`config.mk`:
```
export PLATFORM = sky130hd
export DESIGN_NAME = iir_coef_loader
export DESIGN_NICKNAME = d
export VERILOG_FILES = /design/src/rtl/iir_pkg.sv /design/src/rtl/iir_coef_loader_coef_bank.sv /design/src/rtl/iir_coef_loader.sv
export SDC_FILE = /design/constraint.sdc
export NUM_CORES = 1
export LEC_CHECK = 0
export ABC_AREA = 1
export BUFFER_PORTS_ARGS = -buffer_cell sky130_fd_sc_hd__buf_2
export CORE_ASPECT_RATIO = 2
export CORE_UTILIZATION = 55
export CTS_BUF_LIST = sky130_fd_sc_hd__clkbuf_2 sky130_fd_sc_hd__clkbuf_4 sky130_fd_sc_hd__clkbuf_8
export DETAILED_ROUTE_END_ITERATION = 7
export PLACE_DENSITY = 0.76
export SLEW_MARGIN = 10
export SYNTH_ARGS = -nofsm -noshare
export SYNTH_HDL_FRONTEND = slang
export SYNTH_SLANG_ARGS = --single-unit
```
`constraint.sdc`:
```
create_clock -name clk_fast -period 21.8 [get_ports clk_fast]
set_input_delay 4.36 -clock clk_fast [delete_from_list [all_inputs] [get_ports clk_fast]]
set_output_delay 4.36 -clock clk_fast [all_outputs]
set_load 0.005 [all_outputs]
```
`src/rtl/iir_pkg.sv`:
```
// Shared constants and types for the IIR coefficient loader.
package iir_pkg;

  // IEEE-754 double 1.0, the reset value of b0 (unity pass-through).
  localparam logic [63:0] FP_ONE = 64'h3FF0_0000_0000_0000;

  // Coefficient order within a frame and within the shadow bank.
  localparam logic [2:0] C_B0 = 3'd0;
  localparam logic [2:0] C_B1 = 3'd1;
  localparam logic [2:0] C_B2 = 3'd2;
  localparam logic [2:0] C_A1 = 3'd3;
  localparam logic [2:0] C_A2 = 3'd4;
  localparam int         NUM_COEF = 5;

  // Loader FSM states.
  typedef enum logic [1:0] {
    IDLE    = 2'd0,
    LOAD    = 2'd1,
    PENDING = 2'd2
  } state_t;

endpackage

```
`src/rtl/iir_coef_loader_coef_bank.sv`:
```
// Shadow register file for one coefficient frame plus the active set that
// the filter reads. The active set changes only on a commit, all at once.
module coef_bank
  import iir_pkg::*;
#(
  parameter int DW       = 16,
  parameter bit NEGATE_A = 1'b1,
  parameter int IW       = 5
) (
  input  logic          i_clk,
  input  logic          i_rst,
  input  logic          i_we,
  input  logic [IW-1:0] i_idx,
  input  logic [DW-1:0] i_data,
  input  logic          i_commit,
  output logic [63:0]   o_b0,
  output logic [63:0]   o_b1,
  output logic [63:0]   o_b2,
  output logic [63:0]   o_a1,
  output logic [63:0]   o_a2
);

  localparam int WPC = 64 / DW;
  localparam int SW  = (WPC > 1) ? $clog2(WPC) : 1;

  // Sign mask applied to a1/a2 when the filter expects negated feedback terms.
  localparam logic [63:0] A_MASK = {NEGATE_A, 63'd0};

  logic [63:0]   r_shadow [NUM_COEF];
  logic [2:0]    w_sel;
  logic [SW-1:0] w_slot;
  logic [63:0]   r_b0, r_b1, r_b2, r_a1, r_a2;

  // Decode the frame word index into coefficient select and word slot (MS word first).
  always_comb begin
    w_sel  = 3'(i_idx / IW'(WPC));
    w_slot = SW'(WPC - 1) - SW'(i_idx % IW'(WPC));
  end

  // Shadow bank write port, one DW-wide slot per accepted word.
  // NOTE: the shadow bank has no reset; a commit only happens after a full
  // frame has rewritten every slot, so stale contents can never become active.
  always_ff @(posedge i_clk) begin
    if (i_we) begin
      r_shadow[w_sel][w_slot*DW +: DW] <= i_data;
    end
  end

  // Active coefficient set: reset to unity, replaced as a whole on commit.
  always_ff @(posedge i_clk or posedge i_rst) begin
    if (i_rst) begin
      r_b0 <= FP_ONE;
      r_b1 <= '0;
      r_b2 <= '0;
      r_a1 <= '0;
      r_a2 <= '0;
    end else if (i_commit) begin
      r_b0 <= r_shadow[C_B0];
      r_b1 <= r_shadow[C_B1];
      r_b2 <= r_shadow[C_B2];
      r_a1 <= r_shadow[C_A1] ^ A_MASK;
      r_a2 <= r_shadow[C_A2] ^ A_MASK;
    end
  end

  assign o_b0 = r_b0;
  assign o_b1 = r_b1;
  assign o_b2 = r_b2;
  assign o_a1 = r_a1;
  assign o_a2 = r_a2;

endmodule

```
`src/rtl/iir_coef_loader.sv`:
```
// Coefficient frame loader for the 2-stage DF-I floating-point IIR filter.
// Assembles b0,b1,b2,a1,a2 from a narrow word stream into a shadow bank and
// commits the whole set on the next sample-rate enable.
module iir_coef_loader
  import iir_pkg::*;
#(
  parameter int DW       = 16,
  parameter bit NEGATE_A = 1'b1
) (
  input  logic          clk_fast,
  input  logic          rst,
  input  logic          wr_valid,
  output logic          wr_ready,
  input  logic [DW-1:0] wr_data,
  input  logic          wr_first,
  input  logic          sample_en,
  output logic [63:0]   b0,
  output logic [63:0]   b1,
  output logic [63:0]   b2,
  output logic [63:0]   a1,
  output logic [63:0]   a2,
  output logic          coef_update,
  output logic          frame_err,
  output logic          busy
);

  localparam int WPC    = 64 / DW;
  localparam int NWORDS = NUM_COEF * WPC;
  localparam int IW     = $clog2(NWORDS);

  state_t        r_state, w_next;
  logic [IW-1:0] r_idx, w_idx_next, w_widx;
  logic          r_wr_ready, r_coef_update, r_frame_err;
  logic          w_xfer, w_we, w_err, w_commit;

  assign w_xfer = wr_valid & r_wr_ready;

  // Next-state, word counter and bank-control decode for the loader FSM.
  // NOTE: every signal gets a default before the case so no path can leave
  // one unassigned, which would otherwise infer a latch.
  always_comb begin
    w_next     = r_state;
    w_idx_next = r_idx;
    w_widx     = r_idx;
    w_we       = 1'b0;
    w_err      = 1'b0;
    w_commit   = 1'b0;
    case (r_state)
      IDLE: begin
        if (w_xfer) begin
          if (wr_first) begin
            w_we       = 1'b1;
            w_widx     = '0;
            w_idx_next = IW'(1);
            w_next     = LOAD;
          end else begin
            w_err = 1'b1;
          end
        end
      end
      LOAD: begin
        if (w_xfer) begin
          w_we = 1'b1;
          if (wr_first) begin
            // Restart: this word is word 0 of a fresh frame.
            w_widx     = '0;
            w_idx_next = IW'(1);
            w_err      = 1'b1;
          end else if (r_idx == IW'(NWORDS - 1)) begin
            w_idx_next = '0;
            w_next     = PENDING;
          end else begin
            w_idx_next = r_idx + 1'b1;
          end
        end
      end
      PENDING: begin
        if (sample_en) begin
          w_commit = 1'b1;
          w_next   = IDLE;
        end
      end
      default: begin
        w_next     = IDLE;
        w_idx_next = '0;
      end
    endcase
  end

  // State, counter and registered handshake/status pulses.
  // NOTE: non-blocking assignments so every register samples the pre-edge
  // values, independent of statement order.
  always_ff @(posedge clk_fast or posedge rst) begin
    if (rst) begin
      r_state       <= IDLE;
      r_idx         <= '0;
      r_wr_ready    <= 1'b0;
      r_coef_update <= 1'b0;
      r_frame_err   <= 1'b0;
    end else begin
      r_state       <= w_next;
      r_idx         <= w_idx_next;
      r_wr_ready    <= (w_next != PENDING);
      r_coef_update <= w_commit;
      r_frame_err   <= w_err;
    end
  end

  coef_bank #(
    .DW       (DW),
    .NEGATE_A (NEGATE_A),
    .IW       (IW)
  ) u_coef_bank (
    .i_clk    (clk_fast),
    .i_rst    (rst),
    .i_we     (w_we),
    .i_idx    (w_widx),
    .i_data   (wr_data),
    .i_commit (w_commit),
    .o_b0     (b0),
    .o_b1     (b1),
    .o_b2     (b2),
    .o_a1     (a1),
    .o_a2     (a2)
  );

  assign wr_ready    = r_wr_ready;
  assign coef_update = r_coef_update;
  assign frame_err   = r_frame_err;
  assign busy        = (r_state != IDLE);

endmodule

```
Yosys cells after proc, flatten, opt, wreduce, memory -nomap -nowiden
Memory sizes are Yosys's and may differ from the RTL's. A register that Yosys moved wholly into a read port is not among the register bits. Cells that the tools add are included. W data, S select, Z words.

Logic and storage cells: 55. Memory bits (writable): 320. Output and inout bits: 324. Input bits: 21. Memories kept: 1. Flip-flop bits (word level): 138.

Equality and inequality tests: 7. Add/sub/neg operators: 3. Reduce and logical (&&, ||, !) cells: 4. Muxes and demuxes: 27. Bitwise gates (word level): 4. Shift-type cells: 2.

Memories: u_coef_bank.r_shadow (depth 5, bits a word 64, rd ports 5, clocked after memory_dff 3, wr ports 1, RTL line iir_coef_loader_coef_bank.sv:29) `logic [63:0] r_shadow [NUM_COEF];`.

Operators by type and width (number): $mux W64 (1); $shift A16 B34 Y64 const A (1); $shiftx A16 B34 Y64 (1); $mux W5 (8); $neg A6 Y34 (1); $pmux W5 S3 (1); $mux W2 (6); $mux W1 (8); $ne A2 B2 Y1 const B (4); $pmux W2 S3 (1); $add A5 B1 Y5 const B (1); $eq A5 B5 Y1 const B (1); $pmux W1 S2 (2); $reduce_and A4 Y1 (1); $not A1 Y1 (3); $eq A2 B1 Y1 const B (1); $eq A2 B2 Y1 const B (1); $logic_not A2 Y1 (1); $reduce_bool A2 Y1 (1); $reduce_or A2 Y1 (1); $sub A2 B2 Y2 const A (1); $and A1 B1 Y1 (1).

Depth between registers and ports, before layout
Gate-level depths: netlist of run 1.

Depth in word-level cells: 7. Gate-level depth with buffers: 10. Depth with buffers taken out: 8.

Cells and area by module
A second synthesis of run 1 with hierarchy kept.

Cells, all modules: 1925. Area, all modules: 22885.7 µm².

Modules (own cells, without submodules): coef_bank (times used 1, area an instance 22263.9 µm², cells each 1831, sequential area each 17629.4 µm²); iir_coef_loader (times used 1, area an instance 621.8 µm², cells each 94, sequential area each 250.2 µm²).

Least setup slack after synthesis of run 1
Ideal clock, no wire load.

Kind: input -> register. Start: in wr_valid. End: mem u_coef_bank.r_shadow[1][0] (enable). Stages: 7. Slack: 15.615 ns. Arrival: 5.796 ns. Required time: 21.412 ns. Library setup time: 0.388 ns. Path buffers: 1. Cell sequence: nand4_4 nand2_4 inv_6 buf_6 ha_1 nand2_1 nor2_1.

Word-level cells in the longest chain between the ends: 7. Elaborated cells on any way between the ends: 11. Classes of those cells: 2 x add/sub; 1 x shift; 7 x mux; 1 x bitwise.

Ends and longest elaborated chain: start, declared (RTL line iir_coef_loader.sv:12) `input logic wr_valid,`; $and A1 B1 Y1 * (RTL line iir_coef_loader.sv:36) `assign w_xfer = wr_valid & r_wr_ready;`; $mux W5 (RTL line iir_coef_loader.sv:50) `if (w_xfer) begin`; $mux W5; $sub A2 B2 Y2 (RTL line iir_coef_loader_coef_bank.sv:37) `w_slot = SW'(WPC - 1) - SW'(i_idx % IW'(WPC));`; $neg A6 Y34 (RTL line iir_coef_loader_coef_bank.sv:45) `r_shadow[w_sel][w_slot*DW +: DW] <= i_data;`; $shift A16 B34 Y64 (RTL line iir_coef_loader_coef_bank.sv:45); $mux W64 (not written as such) (RTL line iir_coef_loader_coef_bank.sv:45); end, declared (RTL line iir_coef_loader_coef_bank.sv:29).

Mark *: on every way between the ends. The rest lies on a longest branch, timed or not.

Worst setup path in the final report of run 1
Start: in sample_en. End: reg u_coef_bank.r_a1[46] (netlist: a1[46]).

Word-level cells in the longest chain between the ends: 2.

Ends and longest elaborated chain: start, declared (RTL line iir_coef_loader.sv:16) `input logic sample_en,`; $mux W1 (RTL line iir_coef_loader.sv:78) `if (sample_en) begin`; $mux W1 (RTL line iir_coef_loader.sv:48) `case (r_state)`; end signal, assigned (RTL line iir_coef_loader_coef_bank.sv:61) `r_a1 <= r_shadow[C_A1] ^ A_MASK;`; end, declared (RTL line iir_coef_loader_coef_bank.sv:32) `logic [63:0] r_b0, r_b1, r_b2, r_a1, r_a2;`.

No other way between the ends. A chain may end at the register's enable or synchronous reset.

==> results of run 1 <==
worst reg2reg max path, cell delays in order, from the launching register on:
cell,delay (ns)
dfrtp_1,0.43
inv_2,0.13
nand2_2,0.09
nor2_4,0.15
buf_4,0.74
buf_12,0.66
nand2_1,0.55
nand2_1,0.14
worst min path at each step:
| stage | depth (start not counted) | slack (ns) | end |
|---|---|---|---|
| floorplan | 1 | 0.41 | u_coef_bank.o_a1[63] |
| global placement | 2 | 0.43 | b0[28] |
| detailed placement | 2 | 0.43 | u_coef_bank.o_a2[56] |
| CTS | 2 | 0.43 | b0[9] |
| global route | 2 | 0.46 | a1[21] |
| finish | 2 | 0.44 | b1[44] |
flip-flops by register name (all words and copies together), names as in the netlist:
name / count
u_coef_bank.r_shadow: 320
b0: 64
b1: 64
b2: 64
u_coef_bank.o_a2: 64
a1: 63
r_idx: 5
r_state: 2
coef_update: 1
frame_err: 1
u_coef_bank.o_a1: 1
wr_ready: 1
per-stage QoR:
step	instance area, sq um	instances	hold slack (ns)	worst slack [ns]
after global placement	25080	2713	0.4280	14.98
after floorplan	23190	1899	0.4126	8.317
after global routing	26810	2868	0.4623	15.36
after CTS	26800	2863	0.4340	15.58
final	26820	2870	0.4405	15.58
after detailed placement	25080	2713	0.4315	14.92
cell type report:
type	instances	area, sq um	area share
flip-flops and latches	650	17880	0.6667
multi-input cells	1152	4632	0.1727
repair buffers	350	1792	0.06681
clock buffers	114	1431	0.05338
well taps	540	675.6	0.02519
clock inverters	36	290.3	0.01082
inverters	21	98.84	0.003686
diodes	7	17.52	0.0006532
cell usage in the layout, fill, tap and decap left out, drive strengths merged:
cell      Yosys  routed
ha            6       6
nand3         8       8
clkinvlp      0       5
bufinv        0       4
o21ai         5       5
clkbuf        1     114
nor2         97      97
nor3          1       1
o31a          1       1
a21oi         1       1
nand2      1026    1026
diode         0       7
edfxtp      320     320
dfstp        10      10
inv          21      23
buf          75     350
clkinv        0      25
nand4         7       7
dfrtp       320     320
logic make-up after synthesis:
family                     after synthesis  share of synthesized area
DFF                                    650                     0.7710
buffers and inverters                   97                    0.03129
AOI/OAI and AO/OA                        7                   0.001672
adders and majority gates                6                   0.003237
and+or+nand+nor                       1139                     0.1928
power groups by stage:
stage / Sequential, W / Combinational (W) / Clock [W]
final: 0.00134 / 0.000126 / 0.000911
after global routing: 0.00134 / 0.000137 / 0.000975
after CTS: 0.00134 / 0.000126 / 0.000924
after detailed placement: 0.00137 / 0.000126 / 0
after global placement: 0.00136 / 0.000121 / 0
after floorplan: 0.00136 / 0.0000785 / 0
layer usage:
layer,global-route usage,up-vias
met5,0,-
met2,0.4607,593
met3,0.05327,189
met1,0.3229,7250
li1,-,6804
met4,0.1866,14
==> impl_results.md, run 1 <==
- EDFF count, synth: 320
- Initial antenna violation count: 12
- Pwr dens: between 80 and 90 nW/um^2
- WP depth: 7
- Vias: between 10,000 and 15,000
- HP Start: u_coef_bank.r_shadow[1][44]
- Last element of the critical path: a1[46]
- Metal3 WL: 3373 um
- DRT antenna net count: 0
- WL per Instance: roughly 20 um
- Sequential fraction of the synthesis area: 0.7710
- Worst Tran Pin Value: about 1.2 ns
- Die Width: about 150 um
- # hold bufs at CTS: 0
- Crit path from: sample_en
- Synth top area share: 0.4144
- Uppermost layer routed: met5
- Synth top area cells: edfxtp_1 (41%), dfrtp_1 (35%), nand2_1 (17%), buf_6 (1.7%), nor2_1 (1.2%)
- Share of layout cells above drive strength 1: 0.2389
- Pint: around 0.0018 W
- Worst skew pair latency: around 0.63 ns
- Most common cell in the synthesized netlist: nand2_1
- All-Layer GR Usage: 0.2761
- Post-Syn Nets: roughly 1,900
- Iter 0 DRT Violations: 966
- Critical Path, Cell by Cell: buf_2 -> inv_1 -> nor2_4 -> buf_4 -> buf_12 -> nand2_1 -> nand2_1
- Leading area contributor after synthesis: edfxtp_1
- Reg clk slew, reported paths: 0.07 ns
- Core area: 41,640 sq um
- Share of power burned in registers: 0.564
- Cell area after synthesis: around 23,000 sq um
- Wl on met1: 21,240 um
- List of most frequent post-synthesis cells: nand2_1 (1,021), dfrtp_1 (320), edfxtp_1 (320), nor2_1 (75), buf_6 (34)
- Initial core utilization: 0.5568
- Post-synth cell types: 26
- Total Power: roughly 0.0024 W
- Ys async rst share: 0.5077
- Switching portion of total power: 0.2307
- Filler instances: around 3,300
- First-pass GRT wire length: 88,010 um
- IO Pins: 345
- Die height: 292.4 um
- Final nets: between 2,000 and 2,500
- Final Hold Fails: 0
- Main synth FF type: edfxtp_1
- Maximum root-to-sink buffer count: 3
- Max cap viols: 0
- Reg2Reg Depth: 7
- Detailed Place HPWL: around 39,000 um
- Row cnt: between 100 and 150
- CP arrival: 6.77 ns
- CP delay by family, top: buffers and inverters
- Finished Core Util: 0.6439
- H-Tree Depth: 3
- Worst Skew: approximately 0.022 ns
- Layout overhead on the synthesized area: 15.64%
- CP endpoint kind: flip-flop
- Sink Count: 650
- Number of synthesized register bits: 650
- Num CTS Buffers: 82
- Die footprint: 43,040 sq um
- Net switching power: roughly 0.00055 W
- Combinational power share: 0.053
- CP Data Required Time: between 20 and 25 ns
- Max Clock Freq: between 0.15 and 0.2 GHz
- Critical path class: primary input to flip-flop
- Final WL: 57,860 um
- R2r endpoint: a1[46]
- Worst path bufs/invs: 4
- RSZ-0062 raised after global routing: false
- CTS tree: built
- CP Launch Type: primary input
- Flop-to-flop setup slack: about 19 ns
- Post-CTS sizing: 0
- WL met2: 29,120 um
- Final TNS setup: 0 ns
- DRC: 0
- Tightest Hold Check Type: flip-flop to flip-flop
- Worst r2r src: r_state[0]
- Crit path time final: 6.222 ns
- Outcome: completed
- Syn Area/Cell: 12.21 sq um
- Vias in the first global route: about 15,000
- Slowest cell on the critical path: buf_4
- Drt pass-1 iters: 6
- Highest ir drop seen on vdd: about 55 uV
- Clock power frac: 0.383
- Synth warnings: 0
- Static Leakage: about 14 nW
- CTS Root Cell: clkbuf_8
- GPL Wtd Cong: 0.8633
- Slew Viols, Final: 0
- Max stage delay on crit path: around 0.74 ns
- CP most frequent cell: nand2_1
- Fin crit share: 0.2854
- Overflow after GRT: 0
- Cells after synthesis: between 1,500 and 2,000
- Largest net degree at the start of global routing: around 230
- IO buf count: approximately 340
- Worst slew margin: 0.1993
- Endpoints failing setup: 0
- Post-CTS Setup Bufs: 0
- Max FO, Critical Path: between 200 and 250
- Vias per cell: around 5.2
No activity file was read; power rests on OpenSTA's default activity.
==> run 2, diff against run 1 <==
--- a/config.mk
+++ b/config.mk
@@ -8,10 +8,10 @@
 export ABC_AREA = 1
 export BUFFER_PORTS_ARGS = -buffer_cell sky130_fd_sc_hd__buf_2
 export CORE_ASPECT_RATIO = 2
-export CORE_UTILIZATION = 55
+export CORE_UTILIZATION = 53
 export CTS_BUF_LIST = sky130_fd_sc_hd__clkbuf_2 sky130_fd_sc_hd__clkbuf_4 sky130_fd_sc_hd__clkbuf_8
 export DETAILED_ROUTE_END_ITERATION = 7
-export PLACE_DENSITY = 0.76
+export PLACE_DENSITY = 0.77
 export SLEW_MARGIN = 10
 export SYNTH_ARGS = -nofsm -noshare
 export SYNTH_HDL_FRONTEND = slang
==> constraint.sdc (replaced) <==
create_clock -name clk_fast -period 4.99 [get_ports clk_fast]
set_input_delay 0.998 -clock clk_fast [delete_from_list [all_inputs] [get_ports clk_fast]]
set_output_delay 0.998 -clock clk_fast [all_outputs]
set_load 0.005 [all_outputs]
==> run 2 against run 1 <==
  * Design area increased by 0.91%
  * Sequential share of layout area decreased by 0.60 points
  * Clock power rose to 4.7 times the previous value
  * Setup slack got worse by 13 ns
  * Worst hold slack got worse by 0.0049 ns
  * Largest power group unchanged
  * Global-route usage decreased by 0.55 points
  * Critical path type is now flip-flop to flip-flop
==> impl_results.md, run 2 (synthesized netlist as in run 1, its figures left out) <==
- Static Leakage: around 14 nW
- Die Width: 149.9 um
- Vias in the first global route: 15,224
- Layout overhead on the synthesized area: 16.69%
- Min Hold Slack: 0.4356 ns
- Die footprint: ~45,000 sq um
- Outcome: completed
- Final std cells w/o fill: ~2,900
- Crit path from: r_state[1]
- CP delay by family, top: simple AND/OR/NAND/NOR gates
- Slowest cell on the critical path: nor2_1
- Worst r2r src: r_state[1]
- CTS Root Cell: clkbuf_8
- Final Hold Fails: 0
- Commonest cells after routing, fill and taps aside: nand2_1 (1,021), buf_2 (344), dfrtp_1 (320), edfxtp_1 (320), clkbuf_8 (90)
- HP Start: u_coef_bank.r_shadow[4][34]
- Pwr dens: 394.8 nW/um^2
- GPL Wtd Cong: 0.9022
- Post-CTS Setup Bufs: 0
- Worst Tran Pin Value: about 1.2 ns
- CP endpoint kind: flip-flop
- H-Tree Depth: 3
- IO Pins: 345
- Max stage delay on crit path: around 0.58 ns
- CP Data Required Time: 5.32 ns
- Worst path bufs/invs: 3
- Largest net degree at the start of global routing: about 220
- Core area: between 40,000 and 50,000 sq um
- Fin crit share: 0.5498
- WP depth: 8
- Crit path time final: 2.744 ns
- DRC: 0
- DRT antenna net count: 0
- Max cap viols: 0
- Num CTS Buffers: 83
- Max reg flops: 320
- Vias: 14,928
- Overflow after GRT: 0
- RSZ-0062 raised after global routing: false
- Sink Count: 650
- Row cnt: between 100 and 150
- Tightest Hold Check Type: flip-flop to flip-flop
- Final WL: 58,540 um
- Critical path class: flip-flop to flip-flop
- CTS tree: built
- Detailed Place HPWL: between 40,000 and 50,000 um
- Worst Skew: between 0.02 and 0.03 ns
- Reg2Reg Depth: 8
- Maximum root-to-sink buffer count: 3
- Filler instances: around 3,300
- Slew Viols, Final: 0
- Most common cell after layout, fill and taps aside: nand2_1
- Drt pass-1 iters: 5
- Number of placed cells counting well taps: about 2,700
- Initial core utilization: 0.5363
- IO buf count: 344
- CP Launch Type: flip-flop
- Post-CTS sizing: 0
- Share of layout cells above drive strength 1: 0.2398
- Critical Path, Cell by Cell: inv_2 -> nand4_4 -> nand2_4 -> inv_6 -> ha_1 -> inv_1 -> nand2_1 -> nor2_1
- Endpoints failing setup: 0
- Worst skew pair latency: ~0.64 ns
- Reg clk slew, reported paths: 0.07 ns
- Worst slew margin: 0.2179
- WL per Instance: 20.26 um
- Initial antenna violation count: 12
- Max Clock Freq: 0.3645 GHz
- Iter 0 DRT Violations: 1,044
- Hold path depth: 2
- Highest ir drop seen on vdd: roughly 220 uV
- First-pass GRT wire length: slightly below 90,000 um
- All-Layer GR Usage: 0.2706
- # hold bufs at CTS: 0
- Register with the most flip-flops: u_coef_bank.r_shadow
- CP arrival: 3.07 ns
- Die height: about 300 um
- Final nets: 2,291
- Max FO, Critical Path: 20
- Vias per cell: around 5.2
[run 2: worst min-delay path, stage by stage, from the launching register on]
cell      delay, ns
edfxtp_1       0.32
nand2_1        0.05
nand2_1        0.05
[run 2: power breakdown]
part | switching (W) | internal [W]
clock | 0.00193 | 0.00236
combinational | 0.000441 | 0.0000927
sequential | 0.0000448 | 0.00582
[run 2: metrics by stage]
step / setup WS [ns] / cell area [sq um] / total power, W / TNS [ns] / util
after detailed placement: 1.685 / 25170 / 0.006499 / 0 / 0.5821
after global routing: 2.079 / 27060 / 0.01102 / 0 / 0.6258
after global placement: 1.781 / 25170 / 0.006479 / 0 / 0.5821
final: 2.246 / 27060 / 0.01068 / 0 / 0.6258
after CTS: 2.293 / 27050 / 0.01075 / 0 / 0.6256
after floorplan: -0.4065 / 23190 / 0.006295 / -130.08 / -
[run 2: cell type report]
type	instances	area (sq um)	area share
Antenna cell	4	10.01	0.0003699
Clock buffer	110	1389	0.05132
Clock inverter	46	493.0	0.01822
Inverter	21	95.09	0.003514
Multi-Input combinational cell	1152	4632	0.1712
Sequential cell	650	17880	0.6607
Tap cell	550	688.2	0.02543
Timing Repair Buffer	356	1874	0.06926
[run 2: final timing paths]
check,endpoint,slack (ns)
max,u_coef_bank.r_shadow[4][53],2.25
min in group asynchronous,a1[4],0.52
min reg2reg,u_coef_bank.o_a2[34],0.44
max reg2reg,u_coef_bank.r_shadow[4][53],2.25
min,u_coef_bank.o_a2[34],0.44
max in group asynchronous,a1[52],3.32
[run 2: metal layers]
| layer | share of wire | GRT usage | up-vias |
|---|---|---|---|
| met3 | 0.064 | 0.05100 | 186 |
| met5 | 0.0018 | 0 | - |
| met1 | 0.37 | 0.3210 | 7253 |
| met4 | 0.065 | 0.1722 | 14 |
| met2 | 0.50 | 0.4492 | 668 |
| li1 | - | - | 6807 |
